File: src/rtl/stopwatch_display_scan.sv
`default_nettype none
// ============================================================================
// stopwatch_display_scan: 8-digit multiplexed 7-segment scanner, HH.MM.SS.CC
// Revision: 1.0
// ============================================================================
module stopwatch_display_scan #(
   parameter int SCAN_DIV     = 125,
   parameter int BLINK_FRAMES = 31
) (
   input  logic       clk_scan,
   input  logic       rst_n,
   input  logic [7:0] centisec,
   input  logic [7:0] sec,
   input  logic [7:0] min,
   input  logic [7:0] hour,
   input  logic       blink_en,
   output logic [7:0] seg,
   output logic [7:0] an,
   output logic       frame_done
);
   localparam int PW = (SCAN_DIV > 1) ? $clog2(SCAN_DIV) : 1;
   localparam int BW = $clog2(BLINK_FRAMES + 1);

   logic [PW-1:0] r_presc;
   logic [2:0]    r_idx;
   logic          r_active;
   logic [7:0]    r_sh_cs, r_sh_sec, r_sh_min, r_sh_hour;
   logic [BW-1:0] r_blink_cnt;
   logic          r_phase;

   logic       w_tick, w_wrap, w_dp, w_blank;
   logic [7:0] w_field;
   logic [6:0] w_sat;
   logic [3:0] w_digit;
   logic [6:0] w_glyph;

   assign w_tick = (r_presc == PW'(SCAN_DIV - 1));
   assign w_wrap = w_tick && (r_idx == 3'd7);

   always_comb begin
      w_field = r_sh_cs;
      case (r_idx[2:1])
         2'd0: w_field = r_sh_cs;
         2'd1: w_field = r_sh_sec;
         2'd2: w_field = r_sh_min;
         2'd3: w_field = r_sh_hour;
         default: w_field = r_sh_cs;
      endcase
   end

   assign w_sat   = (w_field > 8'd99) ? 7'd99 : w_field[6:0];
   assign w_digit = r_idx[0] ? 4'(w_sat / 7'd10) : 4'(w_sat % 7'd10);
   assign w_dp    = (r_idx == 3'd2) || (r_idx == 3'd4) || (r_idx == 3'd6);
   // Hour/minute slots go dark but keep their time slot so the scan rate is unchanged
   assign w_blank = blink_en && r_phase && r_idx[2];

   always_comb begin
      w_glyph = 7'h00;
      case (w_digit)
         4'd0: w_glyph = 7'h3F;
         4'd1: w_glyph = 7'h06;
         4'd2: w_glyph = 7'h5B;
         4'd3: w_glyph = 7'h4F;
         4'd4: w_glyph = 7'h66;
         4'd5: w_glyph = 7'h6D;
         4'd6: w_glyph = 7'h7D;
         4'd7: w_glyph = 7'h07;
         4'd8: w_glyph = 7'h7F;
         4'd9: w_glyph = 7'h6F;
         default: w_glyph = 7'h00;
      endcase
   end

   always_ff @(posedge clk_scan or negedge rst_n) begin
      if (!rst_n) begin
         r_presc     <= '0;
         r_idx       <= 3'd7;
         r_active    <= 1'b0;
         r_sh_cs     <= 8'h00;
         r_sh_sec    <= 8'h00;
         r_sh_min    <= 8'h00;
         r_sh_hour   <= 8'h00;
         r_blink_cnt <= '0;
         r_phase     <= 1'b0;
         frame_done  <= 1'b0;
         seg         <= 8'h00;
         an          <= 8'h00;
      end else begin
         r_presc    <= w_tick ? '0 : r_presc + PW'(1);
         frame_done <= w_wrap;
         if (w_tick) begin
            r_idx    <= r_idx + 3'd1;
            r_active <= 1'b1;
         end
         if (w_wrap) begin
            r_sh_cs   <= centisec;
            r_sh_sec  <= sec;
            r_sh_min  <= min;
            r_sh_hour <= hour;
            if (r_blink_cnt == BW'(BLINK_FRAMES - 1)) begin
               r_blink_cnt <= '0;
               r_phase     <= ~r_phase;
            end else begin
               r_blink_cnt <= r_blink_cnt + BW'(1);
            end
         end
         // Output stage presents the slot selected during the previous cycle
         if (!r_active || w_blank) begin
            an  <= 8'h00;
            seg <= 8'h00;
         end else begin
            an  <= 8'd1 << r_idx;
            seg <= {w_dp, w_glyph};
         end
      end
   end
endmodule
`default_nettype wire

File: config.mk
export PLATFORM = sky130hd
export DESIGN_NAME = stopwatch_display_scan
export DESIGN_NICKNAME = d
export VERILOG_FILES = /design/src/rtl/stopwatch_display_scan.sv
export SDC_FILE = /design/constraint.sdc
export NUM_CORES = 1
export LEC_CHECK = 0
export CAP_MARGIN = 10
export CORE_AREA = 3 3 82 84
export CTS_BUF_LIST = sky130_fd_sc_hd__clkbuf_4
export DETAILED_ROUTE_END_ITERATION = 8
export DIE_AREA = 0 0 85 87
export DONT_BUFFER_PORTS = 1
export MAX_ROUTING_LAYER = met4
export PLACE_DENSITY = 0.72
export SLEW_MARGIN = 20
export SYNTH_ARGS = -nofsm -noshare
export SYNTH_HDL_FRONTEND = slang
export SYNTH_SLANG_ARGS = --single-unit
File: constraint.sdc
create_clock -name clk_scan -period 6.8 [get_ports clk_scan]
set_input_delay 0.68 -clock clk_scan [delete_from_list [all_inputs] [get_ports clk_scan]]
set_output_delay 0.68 -clock clk_scan [all_outputs]
set_load 0.02 [all_outputs]
==> results of run 1 <==
==> sequential cells by signal (all words and copies together), names as in the netlist, 3 cells and up <==
name,flops
r_idx,3
r_sh_min,8
r_presc,7
seg,8
r_blink_cnt,5
an,8
r_sh_hour,8
r_sh_cs,8
r_sh_sec,8
==> cells in the mapped netlist (all sizes together) (2+ instances only) <==
cell / instances / area share [%]
nand2: 115 / 12
dfrtp: 63 / 44
ha: 18 / 6.3
inv: 14 / 1.5
nor2: 14 / 1.8
o21ai: 13 / 2.2
a21oi: 11 / 1.8
and3: 8 / 1.5
clkbuf: 8 / 0.83
mux4: 8 / 5.2
nand3: 8 / 1.1
and2: 7 / 1.4
nor3: 6 / 0.97
or3: 5 / 0.90
a21o: 4 / 0.87
a31oi: 4 / 1.1
o31ai: 4 / 0.97
xnor2: 4 / 0.97
xor2: 4 / 0.97
a211oi: 3 / 0.76
buf: 3 / 0.94
dfstp: 3 / 2.2
nor2b: 3 / 0.52
o311ai: 3 / 0.73
or2: 3 / 0.59
a211o: 2 / 0.49
a31o: 2 / 0.49
and4: 2 / 0.49
nand3b: 2 / 0.42
nor4: 2 / 0.35
o211ai: 2 / 0.56
o311a: 2 / 0.87
==> routing by layer <==
layer / track usage, % / vias to the layer above / routed length [µm]
met5: - / - / 0
met4: 8.92 / 0 / 46
met3: 3.50 / 6 / 339
met2: 30.3 / 74 / 3290
met1: 29.6 / 1279 / 3380
li1: - / 1273 / -
==> report_power, final <==
| part | switching (W) | leakage [nW] | internal, W |
|---|---|---|---|
| combinational | 0.00000684 | 0.839 | 0.00000191 |
| sequential | 0 | 0.730 | 0.000392 |
| clock | 0.000146 | 0.0882 | 0.000185 |
| total | 0.000153 | 1.66 | 0.000579 |
==> cell families (layout without fill, tap and decap cells) <==
group | count (synthesis) | after routing
flip-flops | 66 | 66
AO/OA/AOI/OAI | 59 | 59
XOR/XNOR | 8 | 8
adder cells (fa/ha/maj) | 18 | 18
buffers and inverters | 26 | 33
AND/OR/NAND/NOR | 181 | 181
multiplexers | 9 | 9
==> per-stage QoR <==
stage,hold WS [ns],util (%),worst slack (ns),area [µm²]
2_1_floorplan,0.384,-,1.59,3600
3_3_place_gp,0.387,60.8,1.21,3640
3_5_place_dp,0.387,60.8,1.05,3640
4_1_cts,0.0554,64.3,1.02,3850
5_1_grt,0.0530,64.3,0.673,3850
6_report,0.0836,64.3,1.00,3850
==> cell type report <==
| type | count | area, µm² | share of cell area, % |
|---|---|---|---|
| flip-flops and latches | 66 | 1660 | 43.0 |
| inverters | 15 | 56.3 | 1.46 |
| clock inverters | 7 | 118 | 3.05 |
| repair buffers | 2 | 35.0 | 0.909 |
| clock buffers | 9 | 67.6 | 1.75 |
| well taps | 75 | 93.8 | 2.44 |
| multi-input cells | 275 | 1830 | 47.4 |
==> path summary, 6_finish.rpt <==
kind                            startpoint     endpoint  depth (start not counted)  slack [ns]
worst max register to register    r_idx[2]       seg[4]                         21        1.00
max in group asynchronous            rst_n   r_presc[1]                          1        6.40
worst max-delay path              r_idx[2]       seg[4]                         21        1.00
worst min register to register  r_sh_cs[2]   r_sh_cs[2]                          2        0.48
min in group clk_scan               min[2]  r_sh_min[2]                          2        0.37
worst min-delay path                 rst_n     r_idx[2]                          0        0.08
==> worst max-delay path, cell delays in order, from the launching register on <==
cell and delay [ns]:
dfstp_2 0.76, mux4_2 0.65, a21oi_2 0.26, and2_1 0.16, ha_1 0.21, o21ai_2 0.11, xor2_1 0.28, nand2_1 0.13
inv_1 0.07, ha_1 0.21, a31oi_1 0.09, nor2_1 0.14, o221ai_2 0.20, or3_1 0.44, a31o_1 0.26, ha_1 0.31
a21oi_1 0.12, nand3_1 0.09, a221o_1 0.39, a31oi_4 0.36, nor3_1 0.08, or3_1 0.37
==> impl_results.md, run 1 <==
- CTS tree: built
- Startpoint Class: flop
- Hold Vio Cnt, Final: 0
- Syn Inst Count: 367
- Clk root buf: clkbuf_4
- Dpl cells: 432
- Mux share of post-synthesis cell area: 5.49%
- Max-slew violations: 0
- Pwr per Cell Area: 190 nW/µm²
- Post-synthesis xor/xnor area fraction: 1.95%
- Syn_nets: 420
- Initial antenna violation count: 0
- Overall Power: 0.000732 W
- Placer's final routability congestion estimate: 0.910
- Vias/cell: 5.86
- Max Fclk: 0.173 GHz
- Max_slew headroom: 38.3%
- Worst Path Max Fanout: 14
- Max clock buf depth: 2
- Gates resized, CTS repair: 0
- #FFs+latches synth: 66
- Minimum clock period: 5.80 ns
- # DRC: 0
- Drt pass-1 iters: 4
- Routed len/inst: 15.7 µm
- Total grt overflow: 0
- Commonest non-fill, non-tap cell in the layout: nand2_1
- Crit path required time: 7.11 ns
- Antenna-violating nets left: 0
- CP Capture Type: flop
- Die W: 85 µm
- Commonest non-fill, non-tap cells in the layout: 115 x nand2_1, 63 x dfrtp_1, 18 x ha_1, 13 x inv_1, 11 x nor2_1
- Synthesized-area fraction occupied by adder cells: 6.25%
- Peak VDD IR: 0.000154 V
- Gr usage total: 21.0%
- Largest family of logic cells by synthesized area: simple AND/OR/NAND/NOR gates
- Ys Warns: 0
- Layout cells sized above 1: 14.7%
- Fin Setup TNS: 0 ns
- Die area: 7400 µm²
- Largest net degree at the start of global routing: 64
- Number of nets in the layout: 422
- Post-CTS Hold Buffers: 1
- Setup Viol. Count Final: 0
- Ratio of final minimum period to clock period: 85.2%
- Number of flops mapped to enable cells by yosys: 0
- Worst min path class: in2async
- Fin Clk Skew: 0.0209 ns
- Core area: 5990 µm²
- Worst skew pair latency: 0.42 ns
- Mapped cell area: 3600 µm²
- Status: completed
- Starting density of the core: 60.1%
- Max Cap Viol: 0
- 1st-iter DRT viols: 174
- Synth unique cells: 70
- Row cnt: 28
- Register area share after synthesis: 46.0%
- Final Non-Filler Cells: 449
- H-tree Lvls: 3
- Final Routed Wirelength: 7060 µm
- First-pass GRT wire length: 11900 µm
- Antenna diode count: 0
- Avg Inst Size Synth: 9.82 µm²
- Post-CTS setup buffers: 0
- Layout Area Growth over Synthesis: 6.95%
- FILL cells: 513
- PortBufs: 0
- LEAKAGE: 1.66 nW
- Chip height: 87 µm
- Critical path type: reg2reg
- Clock-pin slew of the registers on the worst-case setup and hold paths: 0.13 ns
- RSZ-0062 raised after global routing: no
- Num ports: 52
- TritonCTS Buffers: 9
- Clock net sink count: 66
- Ys async rst share: 100%
- Slew @ Worst Pin: 0.913 ns
- Vias in the first global route: 2480
- Post-synthesis compound-gate area fraction: 13.5%
- Synth Flop Type: dfrtp_1
- Via count: 2632
- Simple-gate portion of the synthesized area: 23.5%
- Dpl hpwl: 4880 µm
- CP arrival: 6.11 ns
No activity file was read; power rests on OpenSTA's default activity.
==> run 2: changes to the inputs <==
--- a/config.mk
+++ b/config.mk
@@ -6,10 +6,10 @@
 export NUM_CORES = 1
 export LEC_CHECK = 0
 export CAP_MARGIN = 10
-export CORE_AREA = 3 3 82 84
+export CORE_AREA = 3 3 78 88
 export CTS_BUF_LIST = sky130_fd_sc_hd__clkbuf_4
 export DETAILED_ROUTE_END_ITERATION = 8
-export DIE_AREA = 0 0 85 87
+export DIE_AREA = 0 0 81 91
 export DONT_BUFFER_PORTS = 1
 export MAX_ROUTING_LAYER = met4
 export PLACE_DENSITY = 0.72
==> run 2 against run 1 <==
Effect of this change: fmax decreased by 0.91%; non-clock buffer count unchanged; worst setup slack got worse by 0.053 ns.
==> impl_results.md, run 2 (same netlist as run 1, synthesis figures left out) <==
- Antenna-violating nets left: 0 (unchanged)
- Minimum clock period: 5.85 ns (+0.0532 ns)
- PortBufs: 0 (unchanged)
- Max-slew violations: 0 (unchanged)
- Gr usage total: 22.6% (+1.6 points)
- Setup Viol. Count Final: 0 (unchanged)
- FILL cells: 532 (+3.7%)
- Met2 routed WL: 3570 µm (+8.4%)
- Starting density of the core: 59.2% (-0.89 points)
- CTS tree: built
- Max Cap Viol: 0 (unchanged)
- Max clock buf depth: 2 (unchanged)
- Worst Path Max Fanout: 14 (unchanged)
- Critical path type: reg2reg
- Layout Area Growth over Synthesis: 5.07%
- Final Routed Wirelength: 7230 µm (+2.5%)
- Largest net degree at the start of global routing: 64 (unchanged)
- Commonest non-fill, non-tap cell in the layout: nand2_1
- Routed len/inst: 15.9 µm (+1.4%)
- Vias/cell: 5.85 (-0.16%)
- Ratio of final minimum period to clock period: 86.0% (+0.78 points)
- RR Startpoint: r_idx[2]
- Fin Setup TNS: 0 ns (unchanged)
- # DRC: 0 (unchanged)
- 1st-iter DRT viols: 210 (+21%)
- Initial antenna violation count: 0 (unchanged)
- Highest metal used: met4
- Layout Utilization: 62.2% (-2.1 points)
- Max_slew headroom: 40.3% (+2.0 points)
- Startpoint Class: flop
- Setup WS post-layout: 0.952 ns (-0.0532 ns)
- Post-route cell area: 3780 µm² (-1.8%)
- R2R setup slack: 0.95 ns (-0.05 ns)
- Peak VDD IR: 0.000137 V (-11%)
- Core area: 6080 µm² (+1.5%)
- Clk root buf: clkbuf_4
- RSZ-0062 raised after global routing: no
- LEAKAGE: 1.63 nW (-1.4%)
- Placer's final routability congestion estimate: 0.906 (-0.45%)
- Clock net sink count: 66 (unchanged)
- Commonest non-fill, non-tap cells in the layout: 115 x nand2_1, 63 x dfrtp_1, 18 x ha_1, 13 x inv_1, 12 x clkbuf_4
- R2R cell count: 21 (unchanged)
- Crit path required time: 7.09 ns (-0.02 ns)
- Status: completed
- Number of nets in the layout: 422 (unchanged)
- Met3 wire length: 314 µm (-7.4%)
- Worst skew pair latency: 0.41 ns (about the same)
- Clock-pin slew of the registers on the worst-case setup and hold paths: 0.10 ns (-0.03 ns)
- Antenna diode count: 0 (unchanged)
- Slew @ Worst Pin: 0.883 ns (-0.0298 ns)
- Die W: 81 µm (-4.7%)
- Fin Clk Skew: 0.0187 ns (-0.00218 ns)
- TritonCTS Buffers: 9 (unchanged)
- Num ports: 52 (unchanged)
- Layout cells sized above 1: 14.4% (-0.27 points)
- Drt pass-1 iters: 4 (unchanged)
- Row cnt: 30 (+7.1%)
- CP Capture Type: flop
- Via count: 2657 (+0.95%)
- Die area: 7370 µm² (-0.32%)
- Vias in the first global route: 2606 (+5.1%)
- Chip height: 91 µm (+4.6%)
- Gates resized, CTS repair: 0 (unchanged)
- Total grt overflow: 0 (unchanged)
- Pwr per Cell Area: 164 nW/µm² (-14%)
- Area after DPL: 3650 µm² (+0.17%)
- M1 WL: 3230 µm (-4.4%)
- First-pass GRT wire length: 12500 µm (+4.7%)
- Worst min path class: in2async
- Hold Vio Cnt, Final: 0 (unchanged)
- CP arrival: 6.13 ns (+0.02 ns)
- Dpl hpwl: 5110 µm (+4.6%)
- Worst r2r dst: seg[4]
- Dpl ws: 1.04 ns (-0.0119 ns)
- Max Fclk: 0.171 GHz (-0.91%)
- H-tree Lvls: 3 (unchanged)
[run 2: cell types whose count changed in the layout (fill, tap and decap cells not counted), sizes merged]
cell,change
bufinv,-3
clkinvlp,-2
clkbuf,+3
clkinv,+2
[run 2: layout make-up]
| class | count | area (µm²) | share of cell area (%) |
|---|---|---|---|
| Multi-Input combinational cell | 275 | 1830 | 48.3 |
| Clock inverter | 4 | 21.3 | 0.562 |
| Inverter | 15 | 56.3 | 1.49 |
| Timing Repair Buffer | 2 | 35.0 | 0.926 |
| Clock buffer | 12 | 90.1 | 2.38 |
| Tap cell | 80 | 100 | 2.64 |
| Sequential cell | 66 | 1660 | 43.7 |
[run 2: worst max-delay path, cell delays in order, from the launching register on]
cell and delay, ns:
dfstp_2 0.75, mux4_2 0.64, a21oi_2 0.26, and2_1 0.17, ha_1 0.21, o21ai_2 0.11, xor2_1 0.27, nand2_1 0.13
inv_1 0.07, ha_1 0.23, a31oi_1 0.09, a31oi_1 0.32, nor4_1 0.08, or3_1 0.37, a31o_1 0.25, ha_1 0.30
a21oi_1 0.15, nand3_1 0.10, a221o_1 0.39, a31oi_4 0.35, nor3_1 0.09, or3_1 0.37
[run 2: worst max path at each step]
stage,from,to,cells past startpoint,slack (ns)
after floorplan,r_idx[1],seg[4],23,1.59
after global routing,r_idx[2],seg[4],24,0.44
final,r_idx[2],seg[4],21,0.95
after CTS,r_idx[2],seg[4],21,1.03
after detailed placement,r_idx[2],seg[4],21,1.04
after global placement,r_idx[2],seg[4],21,1.19
[run 2: report_power, final]
group	total [W]	leakage (nW)	internal [W]	switching, W
Sequential	0.000392	0.730	0.000392	0
Clock	0.000219	0.0647	0.0000853	0.000133
Combinational	0.00000882	0.839	0.00000191	0.00000692
[run 2: routing by layer]
metal	vias up	GRT usage, %
met5	-	-
met4	0	9.58
met3	11	5.65
met2	68	32.6
met1	1294	30.4
li1	1284	-
[run 2: stage by stage]
step / total power (W) / std cells / hold WS (ns)
2_1_floorplan: 0.000400 / 367 / 0.384
3_3_place_gp: 0.000400 / 437 / 0.387
3_5_place_dp: 0.000400 / 437 / 0.387
4_1_cts: 0.000629 / 454 / 0.0719
5_1_grt: 0.000649 / 454 / 0.0603
6_report: 0.000620 / 454 / 0.111
[run 2: repair_timing]
action | 4_1_cts | 5_1_grt
endpoints found under the hold margin | 63 | 0
setup buffers | 0 | 0
hold buffers | 1 | 0
==> edit: new RTL, settings of run 1 <==
One comparison of `r_blink_cnt` changes from == to >=.
--- a/src/rtl/stopwatch_display_scan.sv
+++ b/src/rtl/stopwatch_display_scan.sv
@@ -97,7 +97,7 @@
             r_sh_sec  <= sec;
             r_sh_min  <= min;
             r_sh_hour <= hour;
-            if (r_blink_cnt == BW'(BLINK_FRAMES - 1)) begin
+            if (r_blink_cnt >= BW'(BLINK_FRAMES - 1)) begin
                r_blink_cnt <= '0;
                r_phase     <= ~r_phase;
             end else begin
Function: no difference found for any inputs over 10 cycles, from zero or initial values and one cycle with rst_n low; that may be too few to reach the edited logic, so the function may still have changed.
==> edit against run 1 <==
- via count increased by 7.7%
- final area is 4.1% higher
- power down 4.9%
- wire length up 11%
- sequential cell count unchanged
- first-iteration DRC count decreased by 10%
- setup slack worse by 0.51 ns
- synthesized area up 5.1%
- utilization rose by 2.6 points
- critical path type unchanged
==> edit: results (changes against run 1) <==
STA
• 0.1104 ns — final-layout worst hold slack, +0.02681 ns
• 56.43% — worst slew margin relative to its limit, +18 points

Global routing
• 2822 — number of global-route vias before repair, +14%
• 5.014% — global routing met3 resource utilization, +1.5 points
• 32.38% — GR Layer Usage met1, +2.8 points

Place
• 3812 um2 — Post-Place Cell Area, +4.7%
• 0.4196 ns — post-placement setup slack, -0.6318 ns
• 5485 um — Detail Placement HPWL, +12%

Routing
• 5.968 — average vias per placed instance, +1.8%
• 3721 um — Routed met1 length, +10%
• 7849 um — final WL, +11%

Yosys
• sky130_fd_sc_hd__dfrtp_1 (42%), sky130_fd_sc_hd__nand2_1 (12%), sky130_fd_sc_hd__ha_1 (5.9%), sky130_fd_sc_hd__mux4_2 (4.2%), sky130_fd_sc_hd__dfstp_2 (2.1%) — biggest area contributors in the synthesized netlist
• 14.67% — share of the synthesized area in compound gates (AO/OA/AOI/OAI), +1.2 points
• 5.651% — multiplexer share of the synthesized area, +0.16 points
• 43.72% — proportion of synthesized chip area in sequential cells, -2.2 points
• 5.948% — adder-cell share of the synthesized area, -0.30 points
• 9.561 um2 — Post-Synthesis Mean Instance Area, -2.6%
• sky130_fd_sc_hd__nand2_1 (116), sky130_fd_sc_hd__dfrtp_1 (63), sky130_fd_sc_hd__nor2_1 (19) — list of most frequent post-synthesis cells

Power and ir drop
• 1.769 nW — leak pwr, +6.8%
• 0.1478 mV — Worst VDD drop, -4.2%

Critical path
• 0.49 ns — minimum setup slack among reg-to-reg paths, -0.51 ns
• sky130_fd_sc_hd__dfstp_4 — Crit-path slowest cell

Clocking
• 0.10 ns — Clk pin slew, worst setup/hold paths, -0.03 ns
• 0.40 ns — Skew-Pair Late Insertion Delay, -0.02 ns

Cells and area
• 12.50% — proportion of layout cells with a drive suffix above 1, -2.2 points

Outcome
• complete, no violations — result of the run

## edit: final cells by class
class	count	area share (%)
Inverter	17	1.592
Multi-Input combinational cell	298	49.66
Sequential cell	66	41.39
Clock buffer	12	2.247
Tap cell	75	2.341
Timing Repair Buffer	3	1.061
Clock inverter	4	1.717
## edit: what timing repair did
action                                  CTS  global route
endpoints found under the hold margin    63             0
hold buffers                              1             0
resized for setup                         0             4
endpoints found under the setup margin    0             2
## edit: how the worst max path moves through the flow
stage	to	slack (ns)	from
2_1_floorplan	seg[4]	1.05	r_idx[2]
3_3_place_gp	seg[4]	0.72	r_idx[2]
3_5_place_dp	seg[4]	0.42	r_idx[2]
4_1_cts	seg[4]	0.39	r_idx[2]
5_1_grt	seg[4]	0.007	r_idx[2]
6_report	seg[4]	0.49	r_idx[2]
## edit: where the power goes
part	switching [W]	internal, W
Combinational	0.00000671	0.00000191
Sequential	0	0.000392
Clock	0.000135	0.000160
Total	0.000142	0.000554
